<file path="src/rtl/reg_file_sb.sv">
// Register file with R15-as-PC read path, link writes, write-through bypass and
// a per-register pending (scoreboard) vector for multi-cycle loads.
module reg_file_sb #(
  parameter int DATA_W    = 32,
  parameter int ADDR_W    = 4,
  parameter int PC_REG    = 15,
  parameter int LINK_REG  = 14,
  parameter int PC_OFFSET = 4
) (
  input  logic              CLK,
  input  logic              RST,
  input  logic [ADDR_W-1:0] A1,
  input  logic [ADDR_W-1:0] A2,
  input  logic [ADDR_W-1:0] A3,
  input  logic [DATA_W-1:0] WD3,
  input  logic              WE3,
  input  logic [DATA_W-1:0] R15,
  input  logic              LINK,
  input  logic              SET_BUSY,
  input  logic [ADDR_W-1:0] BUSY_ADDR,
  output logic [DATA_W-1:0] RD1,
  output logic [DATA_W-1:0] RD2,
  output logic              BUSY1,
  output logic              BUSY2,
  output logic              STALL,
  output logic [ADDR_W:0]   PEND_CNT
);

  localparam int NREG = 2 ** ADDR_W;
  localparam logic [ADDR_W-1:0] PC_IDX   = ADDR_W'(PC_REG);
  localparam logic [ADDR_W-1:0] LINK_IDX = ADDR_W'(LINK_REG);

  // The PC_REG slot exists in the array but is never written, so it stays at
  // zero and synthesis trims it; reads of that index are served from R15.
  logic [DATA_W-1:0] mem [NREG];
  logic [NREG-1:0]   busy;
  logic [NREG-1:0]   busy_nxt;
  logic [ADDR_W:0]   cnt_nxt;
  logic [DATA_W-1:0] link_val;

  logic [ADDR_W-1:0] ra [2];
  logic [DATA_W-1:0] rd [2];
  logic              bz [2];

  assign link_val = R15 - DATA_W'(PC_OFFSET);

  assign ra[0] = A1;
  assign ra[1] = A2;
  assign RD1   = rd[0];
  assign RD2   = rd[1];
  assign BUSY1 = bz[0];
  assign BUSY2 = bz[1];
  assign STALL = bz[0] | bz[1];

  // NOTE: combinational blocks use blocking '=' and assign every output on
  // every path, so no latches are inferred.
  always_comb begin
    for (int p = 0; p < 2; p++) begin
      if (ra[p] == PC_IDX)
        rd[p] = R15;
      else if (LINK && ra[p] == LINK_IDX)
        rd[p] = link_val;
      else if (WE3 && A3 == ra[p])
        rd[p] = WD3;
      else
        rd[p] = mem[ra[p]];
      // An operand being produced this cycle is already valid via the bypass.
      bz[p] = busy[ra[p]] && !(WE3 && A3 == ra[p]) && !(LINK && ra[p] == LINK_IDX);
    end
  end

  // Clears apply before the set, so a same-edge set and clear leaves the mark.
  always_comb begin
    busy_nxt = busy;
    if (WE3)
      busy_nxt[A3] = 1'b0;
    if (LINK)
      busy_nxt[LINK_IDX] = 1'b0;
    if (SET_BUSY && BUSY_ADDR != PC_IDX)
      busy_nxt[BUSY_ADDR] = 1'b1;
    cnt_nxt = '0;
    for (int i = 0; i < NREG; i++)
      cnt_nxt = cnt_nxt + (ADDR_W + 1)'(busy_nxt[i]);
  end

  // NOTE: storage is reset word-by-word because reads after reset must be 0;
  // this forces flops rather than a RAM macro, which is acceptable at this size.
  always_ff @(posedge CLK or posedge RST) begin
    if (RST) begin
      for (int i = 0; i < NREG; i++)
        mem[i] <= '0;
    end else begin
      if (WE3 && A3 != PC_IDX)
        mem[A3] <= WD3;
      // Later non-blocking assignment wins: LINK overrides a WE3 to LINK_REG.
      if (LINK)
        mem[LINK_IDX] <= link_val;
    end
  end

  // NOTE: sequential state uses non-blocking '<=' so every flop samples
  // pre-edge values regardless of block ordering.
  always_ff @(posedge CLK or posedge RST) begin
    if (RST) begin
      busy     <= '0;
      PEND_CNT <= '0;
    end else begin
      busy     <= busy_nxt;
      PEND_CNT <= cnt_nxt;
    end
  end

endmodule

</file>
<file path="config.mk">
export PLATFORM = sky130hd
export DESIGN_NAME = reg_file_sb
export DESIGN_NICKNAME = d
export VERILOG_FILES = /design/src/rtl/reg_file_sb.sv
export SDC_FILE = /design/constraint.sdc
export NUM_CORES = 2
export LEC_CHECK = 0
export CAP_MARGIN = 10
export CORE_AREA = 10 10 203 301
export DETAILED_ROUTE_END_ITERATION = 7
export DIE_AREA = 0 0 213 311
export HOLD_SLACK_MARGIN = 0.12
export PLACE_DENSITY = 0.84
export SYNTH_ARGS = -nofsm -noshare
export SYNTH_HDL_FRONTEND = slang
export SYNTH_SLANG_ARGS = --single-unit
export TNS_END_PERCENT = 10
</file>
<file path="constraint.sdc">
create_clock -name CLK -period 24.9 [get_ports CLK]
set_input_delay 4.98 -clock CLK [delete_from_list [all_inputs] [get_ports CLK]]
set_output_delay 4.98 -clock CLK [all_outputs]
set_load 0.01 [all_outputs]
</file>
==> summary.txt <==
Outcome
  – Outcome: finished clean

STA
  – Final Hold Fails: 0
  – Max Clk Rate: roughly 70 MHz
  – Clock skew: around 0.0016 ns
  – Unrepaired setup endpoints after global routing: false
  – # setup viols final: 0
  – Least-Margin Pin Slew: 1.23 ns
  – Setup TNS Final: 0 ns
  – Final Max Slew Viols: 0
  – Tcrit/Tclk final: roughly 58%
  – Max transition margin: a little under a fifth
  – Fin crit period: roughly 14 ns

GRT
  – GRT Total Usage: between 20 and 30%
  – Largest net degree at the start of global routing: about 110
  – Vias in the first global route: approximately 23,000
  – Initial antenna violation count: 4
  – Total gr overflow: 0
  – First-pass GRT wire length: around 140,000 um

Cells and area
  – Layout Cells excl Fill: between 2,000 and 3,000
  – Fillers: between 3,000 and 4,000
  – Core Util, Final: about three fifths
  – Final Instance Area: around 34,000 um^2
  – Layout cell share with drive strength beyond 1: 43.3%
  – Area grow syn2layout: 11.7%
  – Multi-input combinational cell area: ~16,000 um^2
  – Reg area: 13,300 um^2
  – Nets: 2,225

Clock network
  – H-tree depth: 2
  – Skew-Pair Late Insertion Delay: ~0.58 ns
  – Post-CTS Repair Setup Buffers: 0
  – CTS Hold Bufs: 0
  – Root buf cell: clkbuf_16
  – Clk buf depth: 3
  – Post-CTS resize count: 0
  – TritonCTS clock tree: yes
  – TritonCTS Buffers: 50
  – Clock-pin slew on the worst setup and hold paths: about 0.060 ns
  – CTS sink cnt: roughly 530

Power and ir drop
  – Peak VDD IR: between 0.00007 and 0.00008 V
  – PD cells: 82.3 nW/um^2
  – Leakage power: 13.7 nW

Worst hold path
  – Worst Hold Path EP: mem[0]
  – Worst hold path class: register to register
  – Hold depth: 0
  – Hold wc startpoint: mem[0]

Logic synthesis
  – Avg Inst Size Synth: about 14 um^2
  – Cells after Synth: approximately 2,100
  – Synth area leader: dfrtp_1
  – EDFF count, synth: 0
  – Post-synthesis sequential area ratio: a little over two fifths
  – Top_reg_cell synth: dfrtp_1
  – Synth Cell Area: between 30,000 and 40,000 um^2
  – Asr flop ratio synth: 100%
  – Syn Nets: roughly 2,200
  – Top post-synthesis cells by area: dfrtp_1, mux4_2, mux2_2
  – Post-synth top area share: between 40% and 50%
  – Syn. warnings: 0
  – Synth cell types: 64
  – FF+latch count, synth: about 530

Setup path
  – CP Cell Sequence: clkbuf_8, buf_4, buf_4, mux4_2, mux4_2, a222oi_1, o21ai_1, clkdlybuf4s50_1
  – Worst reg2reg startpoint: busy[7]
  – CP Data Arrival Time: between 9 and 10 ns
  – Crit-path max FO: 63
  – Reg2Reg Depth: 12
  – Worst EP required: 19.92 ns
  – Startpoint types: input port
  – Critical path capture point type: primary output
  – WS Path Type: input port to primary output
  – R2r setup slk: approximately 21 ns
  – Worst r2r dst: PEND_CNT[4]
  – CP max stage delay: roughly 0.79 ns
  – Critical-path top delay cell: buf_4

Placement
  – Post-DP HPWL: 56,800 um
  – Global placement routability congestion: 0.905
  – Number of buffers added on ports: about 160
  – Placement Cell Area: roughly 32,000 um^2
  – Placed Instances: 2,773

Floorplanning
  – Ports: between 150 and 200
  – Width of the die: about 210 um
  – # rows: about 110
  – Initial Util: 54.6%
  – Die Area: around 66,000 um^2
  – Die H: approximately 310 um
  – Core Area: roughly 56,000 um^2

Routing
  – # DRC: 0
  – Via Count: ~21,000
  – Starting DRT DRC Count: roughly 2,500
  – Remaining antenna violation count: 0
  – WL per Instance: between 30 and 40 um
  – Number of detailed-routing iterations run before antenna repair: 6
  – Final WL: 93,100 um
  – Vias per cell: about 7.3

Flow run
  – Max cap viols: 0
[logic make-up (layout without fill, tap and decap cells)]
| logic type | count (synthesis) | after routing | share of synthesized area (%) |
|---|---|---|---|
| XOR/XNOR | 35 | 35 | 1.01 |
| multiplexers | 783 | 783 | 40.8 |
| other | 0 | 3 | 0 |
| flip-flops | 533 | 533 | 43.9 |
| AND/OR/NAND/NOR | 231 | 231 | 4.03 |
| buffers and inverters | 273 | 317 | 3.60 |
| adder cells (fa/ha/maj) | 16 | 16 | 0.906 |
| AO/OA/AOI/OAI | 247 | 247 | 5.69 |
[metal layers]
layer	share of wire, %	wire length, um	vias to the layer above	GRT usage, %
li1	-	-	8234	-
met1	35	32500	10973	34.5
met2	48	44500	1415	43.8
met3	10	9410	400	6.84
met4	7.3	6770	2	18.4
met5	0.014	13	-	0
[power by group]
group | leakage (nW) | total, mW | internal (mW) | switching (mW)
Clock | 0.821 | 0.788 | 0.448 | 0.340
Sequential | 6.56 | 1.19 | 1.05 | 0.136
Combinational | 6.29 | 0.815 | 0.477 | 0.339
Total | 13.7 | 2.79 | 1.98 | 0.814
[how the worst max path moves through the flow]
stage	end	from	cells after the start	slack (ns)
after floorplan	PEND_CNT[0]	RST	1	5.02
after global placement	RD2[16]	A2[0]	8	10.50
after detailed placement	RD2[16]	A2[0]	8	10.43
after CTS	RD2[16]	A2[0]	8	10.43
after global routing	RD2[16]	A2[0]	8	10.16
final	RD2[16]	A2[0]	8	10.47
[through the flow]
step           hold WS, ns  worst slack (ns)  power (mW)
2_1_floorplan        0.440              5.02        1.73
3_3_place_gp         0.375             10.50        1.96
3_5_place_dp         0.383             10.43        2.01
4_1_cts              0.396             10.43        2.79
5_1_grt              0.410             10.16        2.91
6_report             0.395             10.47        2.79
[placed cells by master, fill, tap and decap left out, types with 7 or more instances in the layout]
cell type | synthesis | layout
clkbuf_8 | 0 | 16
a211oi_1 | 23 | 23
nor3_1 | 12 | 11
clkbuf_1 | 176 | 11
nor2_4 | 1 | 7
nand3_1 | 20 | 18
a221o_1 | 8 | 8
o21ai_0 | 52 | 52
mux2i_1 | 14 | 14
o211ai_1 | 7 | 7
dfrtp_1 | 533 | 533
nand2_1 | 84 | 82
nor2b_1 | 31 | 31
xnor2_1 | 17 | 17
mux2_2 | 449 | 449
fa_1 | 10 | 10
mux4_2 | 320 | 320
xor2_1 | 18 | 18
a22oi_1 | 39 | 39
clkinv_2 | 0 | 8
a21oi_1 | 30 | 30
clkdlybuf4s50_1 | 0 | 147
buf_4 | 0 | 43
inv_1 | 26 | 25
nor2_1 | 27 | 21
o21ai_1 | 19 | 19
clkbuf_16 | 0 | 51
a222oi_1 | 28 | 28
[synthesized netlist by cell type, types with 6 or more instances]
library cell	instances
a222oi_1	28
xnor2_1	17
clkbuf_1	176
nor2_1	27
inv_1	26
nor2b_1	31
o211ai_1	7
nor3_1	12
nand3_1	20
a22oi_1	39
o21ai_1	19
a221oi_1	6
mux4_2	320
fa_1	10
ha_1	6
buf_2	42
a21oi_1	30
mux2i_1	14
a221o_1	8
nand2_1	84
a211oi_1	23
dfrtp_1	533
nand2b_1	6
buf_1	27
mux2_2	449
xor2_1	18
o21ai_0	52
a22o_1	6
[sequential cells by signal (all words and copies together), names as in the netlist]
signal and count:
mem 512, busy 16, PEND_CNT 5
[final cells by class]
class                           count  area share [%]
Multi-Input combinational cell   1312            47.3
Sequential cell                   533            39.3
Timing Repair Buffer              201            5.59
Clock buffer                       76            4.45
Tap cell                          702            2.59
Clock inverter                     14           0.454
Inverter                           26           0.310
Antenna cell                        3          0.0221
[critical path: cells and delay by family]
family	cells	cell delay (ns)
compound gates	2	0.52
buf+inv	4	2.68
mux	2	1.09
Note: power is estimated with default switching activity, not from simulation.
